[src/rtl/smash_pkg.sv]
// smash_pkg: shared definitions for the smash link transmit/receive slice.
//   - flit type encodings carried in the two MSBs of every flit
//   - position of the flit type field, counted down from the flit MSB
//   - framing FSM state encoding
package smash_pkg;

    typedef logic [1:0] flit_type_t;

    localparam flit_type_t FLIT_BODY   = 2'b00;
    localparam flit_type_t FLIT_HEAD   = 2'b01;
    localparam flit_type_t FLIT_TAIL   = 2'b10;
    localparam flit_type_t FLIT_SINGLE = 2'b11;

    // The type field sits at [DATA_SIZE-1-FLIT_TYPE_HI : DATA_SIZE-1-FLIT_TYPE_LO],
    // i.e. the MSB and the bit just below it, whatever the flit width.
    localparam int FLIT_TYPE_HI = 0;
    localparam int FLIT_TYPE_LO = 1;

    typedef enum logic {
        ST_IDLE = 1'b0,
        ST_PKT  = 1'b1
    } state_t;

endpackage

[src/rtl/smash_link_tx_if.sv]
// smash_link_tx_if: handshake signals around the link transmitter.
//   Source FIFO side : i_data, i_empty (to tx), o_read (from tx)
//   Link side        : o_flit, o_valid (from tx), i_credit (to tx)
//   master modport   : transmitter view
//   slave modport    : environment view (source FIFO + downstream router)
interface smash_link_tx_if #(
    parameter int DATA_SIZE = 32
);
    logic [DATA_SIZE-1:0] i_data;
    logic                 i_empty;
    logic                 o_read;
    logic [DATA_SIZE-1:0] o_flit;
    logic                 o_valid;
    logic                 i_credit;

    modport master (
        input  i_data,
        input  i_empty,
        input  i_credit,
        output o_read,
        output o_flit,
        output o_valid
    );

    modport slave (
        output i_data,
        output i_empty,
        output i_credit,
        input  o_read,
        input  o_flit,
        input  o_valid
    );
endinterface

[src/rtl/smash_credit_cnt.sv]
// smash_credit_cnt: saturating up/down credit counter.
//   i_clk, i_rst : clock, async active-high reset (reloads to MAX)
//   i_inc        : return one credit
//   i_dec        : consume one credit
//   o_count      : registered count
//   o_zero       : count is zero
//   o_ovf        : increment requested while full with no decrement; increment dropped
module smash_credit_cnt #(
    parameter int MAX = 2,
    parameter int W   = $clog2(MAX + 1)
) (
    input  logic         i_clk,
    input  logic         i_rst,
    input  logic         i_inc,
    input  logic         i_dec,
    output logic [W-1:0] o_count,
    output logic         o_zero,
    output logic         o_ovf
);
    localparam logic [W-1:0] MAX_C = W'(MAX);

    logic [W-1:0] count_r;
    logic [W-1:0] count_next_s;
    logic         full_s;

    assign full_s  = (count_r == MAX_C);
    assign o_count = count_r;
    assign o_zero  = (count_r == {W{1'b0}});
    assign o_ovf   = i_inc & ~i_dec & full_s;

    // Next count: simultaneous inc/dec cancel, both ends saturate.
    always_comb begin
        count_next_s = count_r;
        case ({i_inc, i_dec})
            2'b10: begin
                if (!full_s) begin
                    count_next_s = count_r + {{(W-1){1'b0}}, 1'b1};
                end else begin
                    count_next_s = count_r;
                end
            end
            2'b01: begin
                if (!o_zero) begin
                    count_next_s = count_r - {{(W-1){1'b0}}, 1'b1};
                end else begin
                    count_next_s = count_r;
                end
            end
            default: count_next_s = count_r;
        endcase
    end

    // Count register, reloads to MAX on reset.
    always_ff @(posedge i_clk or posedge i_rst) begin
        if (i_rst) begin
            count_r <= MAX_C;
        end else begin
            count_r <= count_next_s;
        end
    end
endmodule

[src/rtl/smash_link_tx.sv]
// smash_link_tx: credit-based link transmitter with packet framing check.
//   i_clk, i_rst : clock, async active-high reset
//   bus (master) : i_data/i_empty/o_read to the source FIFO,
//                  o_flit/o_valid/i_credit to the downstream router
//   o_credits    : current credit count
//   o_busy       : mid-packet (between HEAD and TAIL)
//   o_err        : one-cycle pulse on a dropped flit or a surplus credit
module smash_link_tx
    import smash_pkg::*;
#(
    parameter  int DATA_SIZE = 32,
    parameter  int CREDITS   = 2,
    localparam int CREDIT_W  = $clog2(CREDITS + 1)
) (
    input  logic                i_clk,
    input  logic                i_rst,
    smash_link_tx_if.master     bus,
    output logic [CREDIT_W-1:0] o_credits,
    output logic                o_busy,
    output logic                o_err
);
    state_t               state_r;
    state_t               state_next_s;
    logic [DATA_SIZE-1:0] flit_r;
    logic                 valid_r;
    logic                 err_r;
    flit_type_t           type_s;
    logic                 legal_s;
    logic                 pop_s;
    logic                 send_s;
    logic                 frame_err_s;
    logic                 credits_zero_s;
    logic                 credit_ovf_s;

    assign type_s      = bus.i_data[DATA_SIZE-1-FLIT_TYPE_HI : DATA_SIZE-1-FLIT_TYPE_LO];
    // Illegal flits are still popped so a malformed entry cannot block the FIFO.
    assign pop_s       = ~bus.i_empty & ~credits_zero_s;
    assign send_s      = pop_s & legal_s;
    assign frame_err_s = pop_s & ~legal_s;

    assign bus.o_read  = pop_s;
    assign bus.o_flit  = flit_r;
    assign bus.o_valid = valid_r;
    assign o_busy      = (state_r == ST_PKT);
    assign o_err       = err_r;

    smash_credit_cnt #(
        .MAX (CREDITS),
        .W   (CREDIT_W)
    ) u_credit_cnt (
        .i_clk   (i_clk),
        .i_rst   (i_rst),
        .i_inc   (bus.i_credit),
        .i_dec   (send_s),
        .o_count (o_credits),
        .o_zero  (credits_zero_s),
        .o_ovf   (credit_ovf_s)
    );

    // Framing legality of the head FIFO entry and the state it leads to.
    always_comb begin
        legal_s      = 1'b0;
        state_next_s = state_r;
        case (state_r)
            ST_IDLE: begin
                case (type_s)
                    FLIT_HEAD: begin
                        legal_s      = 1'b1;
                        state_next_s = ST_PKT;
                    end
                    FLIT_SINGLE: begin
                        legal_s      = 1'b1;
                        state_next_s = ST_IDLE;
                    end
                    default: begin
                        legal_s      = 1'b0;
                        state_next_s = ST_IDLE;
                    end
                endcase
            end
            ST_PKT: begin
                case (type_s)
                    FLIT_BODY: begin
                        legal_s      = 1'b1;
                        state_next_s = ST_PKT;
                    end
                    FLIT_TAIL: begin
                        legal_s      = 1'b1;
                        state_next_s = ST_IDLE;
                    end
                    default: begin
                        legal_s      = 1'b0;
                        state_next_s = ST_PKT;
                    end
                endcase
            end
            default: begin
                legal_s      = 1'b0;
                state_next_s = ST_IDLE;
            end
        endcase
    end

    // Framing FSM and registered link outputs.
    always_ff @(posedge i_clk or posedge i_rst) begin
        if (i_rst) begin
            state_r <= ST_IDLE;
            flit_r  <= {DATA_SIZE{1'b0}};
            valid_r <= 1'b0;
            err_r   <= 1'b0;
        end else begin
            err_r <= frame_err_s | credit_ovf_s;
            if (send_s) begin
                state_r <= state_next_s;
                flit_r  <= bus.i_data;
                valid_r <= 1'b1;
            end else begin
                valid_r <= 1'b0;
            end
        end
    end
endmodule
[src/flat_wrapper.sv]
// flat-port wrapper written by rule: the top's interface ports become plain ports
module smash_link_tx_flat import smash_pkg::*;
#(
    parameter  int DATA_SIZE = 32,
    parameter  int CREDITS   = 2,
    localparam int CREDIT_W  = $clog2(CREDITS + 1)
)
  (i_clk, i_rst, o_credits, o_busy, o_err, bus_i_data, bus_i_empty, bus_i_credit, bus_o_read, bus_o_flit, bus_o_valid);
  smash_link_tx_if #(.DATA_SIZE(DATA_SIZE)) bus_i ();
  input  logic i_clk;
  input  logic i_rst;
  output logic [CREDIT_W-1:0] o_credits;
  output logic o_busy;
  output logic o_err;
  input wire logic [$bits(bus_i.i_data)-1:0] bus_i_data;
  input wire logic [$bits(bus_i.i_empty)-1:0] bus_i_empty;
  input wire logic [$bits(bus_i.i_credit)-1:0] bus_i_credit;
  output wire logic [$bits(bus_i.o_read)-1:0] bus_o_read;
  output wire logic [$bits(bus_i.o_flit)-1:0] bus_o_flit;
  output wire logic [$bits(bus_i.o_valid)-1:0] bus_o_valid;
  assign bus_i.i_data = bus_i_data;
  assign bus_i.i_empty = bus_i_empty;
  assign bus_i.i_credit = bus_i_credit;
  assign bus_o_read = bus_i.o_read;
  assign bus_o_flit = bus_i.o_flit;
  assign bus_o_valid = bus_i.o_valid;
  smash_link_tx #(.DATA_SIZE(DATA_SIZE), .CREDITS(CREDITS)) u_core (.i_clk(i_clk), .i_rst(i_rst), .bus(bus_i), .o_credits(o_credits), .o_busy(o_busy), .o_err(o_err));
endmodule
[config.mk]
export PLATFORM = sky130hd
export DESIGN_NAME = smash_link_tx_flat
export DESIGN_NICKNAME = d
export VERILOG_FILES = /design/src/rtl/smash_pkg.sv /design/src/rtl/smash_link_tx_if.sv /design/src/rtl/smash_credit_cnt.sv /design/src/rtl/smash_link_tx.sv /design/src/flat_wrapper.sv
export SDC_FILE = /design/constraint.sdc
export NUM_CORES = 1
export LEC_CHECK = 0
export BUFFER_PORTS_ARGS = -buffer_cell sky130_fd_sc_hd__buf_2
export CORE_MARGIN = 5
export CORE_UTILIZATION = 46
export CTS_BUF_LIST = sky130_fd_sc_hd__clkbuf_8
export CTS_CLUSTER_DIAMETER = 60
export DETAILED_ROUTE_END_ITERATION = 7
export PLACE_DENSITY = 0.88
export SYNTH_ARGS = -nofsm -noshare
export SYNTH_HDL_FRONTEND = slang
export SYNTH_HIERARCHICAL = 1
export SYNTH_SLANG_ARGS = --single-unit
export TNS_END_PERCENT = 30
[constraint.sdc]
create_clock -name i_clk -period 3.4 [get_ports i_clk]
set_clock_uncertainty 0.15 [all_clocks]
set_input_delay 0.34 -clock i_clk [delete_from_list [all_inputs] [get_ports i_clk]]
set_output_delay 0.34 -clock i_clk [all_outputs]
set_load 0.01 [all_outputs]
==> key figures, run 1 <==
Global route
  – Initial antenna violation count: 0
  – Total gr overflow: 0
  – Vias in the first global route: 1179
  – Tot GR Track Use: 0.137
  – Global-route wire length before repair: 5360 µm
  – Largest net degree at the start of global routing: 36

Route
  – Vias per std cell: between 4 and 5
  – Initial DRT Pass Iterations: 3
  – Vias: 1042
  – DR iter-0 viols: 45
  – Drt wl/cell: 14.2 µm
  – Total Wirelength: 3170 µm
  – ANT nets after route: 0
  – Number of remaining DRC errors: 0

Place
  – Pre-CTS setup slack: between 1 and 1.5 ns
  – HPWL Detailed: between 2000 and 2500 µm
  – Dpl cell area: 1990 µm²
  – Port bufs: 73
  – GP Congestion: 0.807

Critical path
  – FF-to-FF path depth: 6
  – Slowest Stage Delay on Critical Path: approximately 0.42 ns
  – Worst setup path start: u_core/u_credit_cnt/o_count[0]
  – Setup crit end: u_core/bus.o_flit[24]
  – Startpoint types: flop
  – Kind of critical path: flop to flop
  – CP max-delay cell: dfrtp_1
  – CP Cell Sequence: or2_1 -> inv_1 -> nor2_4 -> nand2b_2 -> buf_4 -> mux2_4
  – R2r endpoint: u_core/bus.o_flit[24]
  – WP data arrival: 2.30 ns
  – FF-to-FF Start: u_core/u_credit_cnt/o_count[0]
  – WP data required: between 3 and 4 ns
  – Crit Path Max Fanout: 17
  – Setup slack, reg-to-reg: between 1 and 1.5 ns
  – Critical Path End Type: flop

Final layout
  – Fill cells: 250
  – Share of cells above drive strength 1: 0.678
  – Final Cell Area: 2120 µm²
  – Fin nets: ~210
  – Area growth, synth to finish: 30.5%
  – Antenna cells: 0

Yosys
  – Count of cell types in the netlist: 24
  – Post-Syn Area: 1630 µm²
  – Compound-Gate Fraction of Synth Area: 0.0385
  – Top FF cell, synth: dfrtp_1
  – Largest family of logic cells by synthesized area: multiplexers
  – Post-synthesis simple-gate area fraction: 0.0446
  – Post-synthesis sequential area ratio: 0.570
  – Synth Area in XOR/XNOR: 0.00539
  – Adder-cell share of the synthesized area: 0
  – Post-synthesis register bit count: 37
  – Post-synth EDFFs: 0
  – Avg Inst Size Synth: 16.8 µm²
  – Syn Nets: 133
  – Ys Warns: 6
  – Mapped Cells: 97
  – Area fraction of the dominant cell type after synthesis: 0.554
  – Synth area leader: dfrtp_1
  – Multiplexer area fraction after synthesis: 0.288
  – Commonest cells in the netlist: dfrtp_1 (36), mux2_4 (29), inv_1 (4), buf_12 (3)
  – Most common cell in the synthesized netlist: dfrtp_1
  – Dominant cells by area after synthesis: dfrtp_1 (55%), mux2_4 (27%), buf_12 (3.7%), dfstp_2 (1.6%), mux2_2 (1.4%)
  – Share of flip-flops with an asynchronous set or reset: 1.00

Hold path
  – Worst min-delay path class: input port to flop

STA
  – RSZ-0062 raised after global routing: no
  – Slew of the pin with the lowest slew margin: 0.525 ns
  – Setup violators final: 0
  – Final critical-path required period: 2.29 ns
  – FMAX: 0.436 GHz
  – Final hold viol count: 0
  – Final Worst Setup Slack: 1.11 ns
  – Setup TNS: 0 ns
  – Worst slew margin: 0.650
  – Final period util: 0.674
  – Slew Viols, Final: 0

Floorplan
  – Initial Util: 0.480
  – Site Rows: 21
  – Die height: between 60 and 70 µm
  – Total Die Area: 4820 µm²
  – Die X: 69.4 µm
  – IO Pins: between 70 and 80
  – Core area: 3390 µm²

Pwr
  – Total power: slightly above 2 mW
  – Max VDD drop: around 0.42 mV
  – PD cells: ~950 nW/µm²
  – Leak: 1.17 nW

CTS
  – Clock root cell: clkbuf_8
  – Worst-Skew Late Latency: approximately 0.28 ns
  – Maximum root-to-sink buffer count: 2
  – Clk slew on worst S/H paths: 0.07 ns
  – Cts repair resizes: 0
  – CTS buffer count: 5
  – CTS tree: built
  – CTS Sinks: 37
  – CTS H-tree lvls: 2

Outcome
  – Outcome: finished, final reports clean

Run
  – Maxcap violations: 0
[flip-flops by register name, summed over array words and instances (netlist names)]
name                         flops
u_core/bus.o_flit               32
u_core/u_credit_cnt/o_count      2
u_core/bus.o_valid               1
u_core/o_busy                    1
u_core/o_err                     1
[worst max-delay path, delay by kind of cell, from the launching register on]
family	cells	cell delay, ns
mux	1	0.34
flops	1	0.42
buf+inv	2	0.53
simple gates	3	0.73
[logic make-up after synthesis]
logic type	Yosys count
AO/OA/AOI/OAI	7
XOR/XNOR	1
buffers and inverters	8
flip-flops	37
multiplexers	32
AND/OR/NAND/NOR	12
[cells in the final DEF (no fill, tap or decap)]
cell type / count
mux2_4: 29
nand2_1: 1
nor3_1: 2
mux2_2: 2
mux2i_1: 1
nand2b_2: 2
nand3_1: 1
o221ai_2: 1
dfrtp_1: 36
a21boi_0: 2
clkbuf_8: 6
or2b_1: 1
a21o_2: 1
bufinv_16: 1
or2_1: 1
buf_2: 73
dfstp_2: 1
buf_4: 2
nor2_1: 2
o22a_2: 1
o22a_1: 1
nand2b_1: 1
nor2_4: 1
xnor2_1: 1
a21oi_1: 1
inv_1: 5
dlygate4sd3_1: 1
[stage by stage]
| stage | util | instances | hold WS (ns) |
|---|---|---|---|
| finish | 0.626 | 223 | 0.140 |
| floorplan | - | 97 | -0.0695 |
| global route | 0.626 | 223 | 0.128 |
| detailed placement | 0.588 | 214 | 0.0545 |
| CTS | 0.626 | 223 | 0.125 |
| global placement | 0.588 | 214 | 0.0494 |
[layout make-up]
cell class | instances | area [µm²] | share of cell area
multi-input combinational | 52 | 614 | 0.290
sequential | 37 | 927 | 0.437
clock buffer | 6 | 82.6 | 0.0389
timing repair buffer | 76 | 390 | 0.184
inverter | 4 | 15.0 | 0.00708
tap | 46 | 57.6 | 0.0271
clock inverter | 2 | 33.8 | 0.0159
[how the worst min path moves through the flow]
stage / startpoint / endpoint / slack [ns] / cells after the start
5_1_grt: bus_i_data[3] / u_core/bus.o_flit[3] / 0.13 / 2
6_report: bus_i_data[11] / u_core/bus.o_flit[11] / 0.14 / 2
2_1_floorplan: i_rst / u_core/u_credit_cnt/o_count[0] / -0.07 / 1
3_3_place_gp: i_rst / u_core/u_credit_cnt/o_count[0] / 0.05 / 2
4_1_cts: bus_i_data[1] / u_core/bus.o_flit[1] / 0.13 / 2
3_5_place_dp: i_rst / u_core/u_credit_cnt/o_count[0] / 0.05 / 2
[repair_timing]
item,in CTS,in global routing
hold buffers,1,0
hold endpoints to repair,2,0
buffers inserted,0,0
[power breakdown]
group / internal [mW] / switching [mW]
clock: 0.236 / 0.141
sequential: 0.661 / 0.121
combinational: 0.501 / 0.362
total: 1.40 / 0.624
[metal layers]
layer,part of all wire,GRT usage,up-vias
li1,-,-,494
met1,0.44,0.160,488
met2,0.44,0.229,57
met3,0.11,0.0594,3
met4,0.010,0.0390,0
met5,0,0,-
(Power assumes the default switching activity.)
==> run 2: changes to the inputs <==
- CORE_UTILIZATION: 46 -> 43
- PLACE_DENSITY: 0.88 -> 0.86
- clock period: 3.4 -> 2 ns (I/O delays scaled with it)
==> run 2 against run 1 <==
Against the previous run: die area increased by 6.0%; non-clock buffer count increased by 25; design area increased by 11%; critical path type unchanged; critical endpoint is now u_core/bus.o_flit[31]; highest routed layer unchanged.
==> key figures, run 2 (synthesized netlist as in run 1, its figures left out) <==
Route
  – Initial DRT Pass Iterations: 5 (+2)
  – Number of remaining DRC errors: 0 (unchanged)
  – Total Wirelength: 3720 µm (+17%)
  – ANT nets after route: 0 (unchanged)
  – DR iter-0 viols: 53 (+18%)
  – Vias per std cell: 4.67 (about the same)
  – Vias: 1163 (+12%)
  – Drt wl/cell: 14.9 µm (+5.1%)

Pwr
  – Flop pwr share: 0.399 (+0.012)
  – Total power: 3.37 mW (+67%)
  – Switch share: 0.321 (+0.0127)
  – Power share of the clock group: 0.147 (-0.039)
  – Comb power frac: 0.453 (+0.026)
  – PD cells: 1430 nW/µm² (+50%)
  – Net Sw Power: 1.08 mW (+74%)
  – Max VDD drop: 0.677 mV (+61%)
  – Internal power: 2.29 mW (+64%)
  – Leak: 1.27 nW (+8.2%)

CTS
  – Hold_buf cts: 22 (+21)
  – Worst-Skew Late Latency: 0.28 ns (about the same)
  – CTS Sinks: 37 (unchanged)
  – Clock root cell: clkbuf_8
  – Cts repair resizes: 0 (unchanged)
  – Clk slew on worst S/H paths: 0.07 ns (about the same)
  – # Post-CTS Setup Buffers: 0 (unchanged)
  – CTS tree: built
  – CTS buffer count: 5 (unchanged)
  – CTS H-tree lvls: 2 (unchanged)
  – Maximum root-to-sink buffer count: 2 (unchanged)

STA
  – Setup TNS: 0 ns (unchanged)
  – Setup violators final: 0 (unchanged)
  – Hold WS: 0.00763 ns (-0.132 ns)
  – Final period util: 0.940 (+0.266)
  – Slew of the pin with the lowest slew margin: 0.424 ns (-0.101 ns)
  – FMAX: 0.532 GHz (+22%)
  – Final critical-path required period: 1.88 ns (-0.412 ns)
  – Final hold viol count: 0 (unchanged)
  – Final Worst Setup Slack: 0.120 ns (-0.988 ns)
  – RSZ-0062 raised after global routing: no
  – Slew Viols, Final: 0 (unchanged)
  – Worst slew margin: 0.717 (+0.0674)

Critical path
  – Setup slack, reg-to-reg: 0.12 ns (-0.99 ns)
  – WP data required: 2.02 ns (-1.39 ns)
  – Crit Path Max Fanout: 11 (-6)
  – CP Cell Sequence: or2_1 -> inv_1 -> nor2_4 -> nand2b_2 -> buf_4 -> mux2_2
  – WP data arrival: 1.90 ns (-0.40 ns)
  – Startpoint types: flop
  – CP top delay family: simple AND/OR/NAND/NOR gates
  – R2r endpoint: u_core/bus.o_flit[31]
  – FF-to-FF Start: u_core/u_credit_cnt/o_count[0]
  – Slowest Stage Delay on Critical Path: 0.43 ns (about the same)
  – Kind of critical path: flop to flop
  – CP max-delay cell: dfrtp_1
  – Critical Path End Type: flop
  – WP buf/inv: 2 (unchanged)
  – FF-to-FF path depth: 6 (unchanged)

Floorplan
  – IO Pins: 74 (unchanged)
  – Die X: 71.5 µm (+2.9%)
  – Site Rows: 22 (+4.8%)
  – Die height: 71.5 µm (+2.9%)
  – Initial Util: 0.444 (-0.0356)
  – Core area: 3660 µm² (+8.0%)
  – Total Die Area: 5110 µm² (+6.0%)

Place
  – Port bufs: 73 (unchanged)
  – Placed cell count: 217 (+1.4%)
  – Pre-CTS setup slack: 0.115 ns (-0.978 ns)
  – GP Congestion: 0.786 (-2.6%)
  – HPWL Detailed: 2460 µm (+2.2%)
  – Dpl cell area: 2020 µm² (+1.1%)

Final layout
  – Antenna cells: 0 (unchanged)
  – Commonest cells after routing, fill and taps aside: buf_2 (73), dfrtp_1 (36), mux2_4 (29)
  – Share of cells above drive strength 1: 0.597 (-0.0810)
  – Fin nets: 237 (+12%)
  – Commonest non-fill, non-tap cell in the layout: buf_2
  – Max FFs per register: 32 (unchanged)
  – Final core utilization: 0.643 (+0.0172)
  – Final Cell Area: 2350 µm² (+11%)
  – Layout Cells excl Fill: 249 (+12%)
  – Area growth, synth to finish: 44.8%

Global route
  – Largest net degree at the start of global routing: 36 (unchanged)
  – Tot GR Track Use: 0.152 (+0.0144)
  – Global-route wire length before repair: 5980 µm (+11%)
  – Vias in the first global route: 1281 (+8.7%)
  – Total gr overflow: 0 (unchanged)
  – Initial antenna violation count: 0 (unchanged)

Hold path
  – Worst min-delay path class: input port to flop
  – Hold Crit Start: bus_i_data[5]
  – Endpoint, Worst Hold: u_core/bus.o_flit[5]
  – Hold depth: 2 (unchanged)

Outcome
  – Outcome: finished, final reports clean

Run
  – Maxcap violations: 0 (unchanged)
[run 2: metal layers]
layer	wire length (µm)	global-route usage
met5	0	0
met2	1940	0.258
met1	1460	0.180
met3	242	0.0547
met4	70	0.0418
[run 2: how the worst max path moves through the flow]
stage | slack [ns] | cells past startpoint | from | end
floorplan | 0.01 | 10 | u_core/u_credit_cnt/o_count[1] | u_core/o_err
global placement | 0.19 | 6 | u_core/u_credit_cnt/o_count[0] | u_core/bus.o_flit[31]
detailed placement | 0.12 | 6 | u_core/u_credit_cnt/o_count[0] | u_core/bus.o_flit[31]
CTS | 0.11 | 6 | u_core/u_credit_cnt/o_count[0] | u_core/bus.o_flit[31]
global route | 0.02 | 8 | u_core/u_credit_cnt/o_count[1] | u_core/o_err
finish | 0.12 | 6 | u_core/u_credit_cnt/o_count[0] | u_core/bus.o_flit[31]
[run 2: final cells by class]
type	count	area, µm²
repair buffers	101	651
clock inverters	1	3.75
clock buffers	6	82.6
inverters	4	15.0
well taps	48	60.1
fillers	279	1310
flip-flops and latches	37	927
multi-input cells	52	614
[run 2: power groups by stage]
stage | logic [mW] | clock network (mW) | registers (mW)
after floorplan | 0.841 | 0 | 1.51
after global placement | 1.47 | 0 | 1.34
after detailed placement | 1.51 | 0 | 1.34
after CTS | 1.54 | 0.516 | 1.34
after global routing | 1.64 | 0.558 | 1.40
final | 1.53 | 0.497 | 1.35
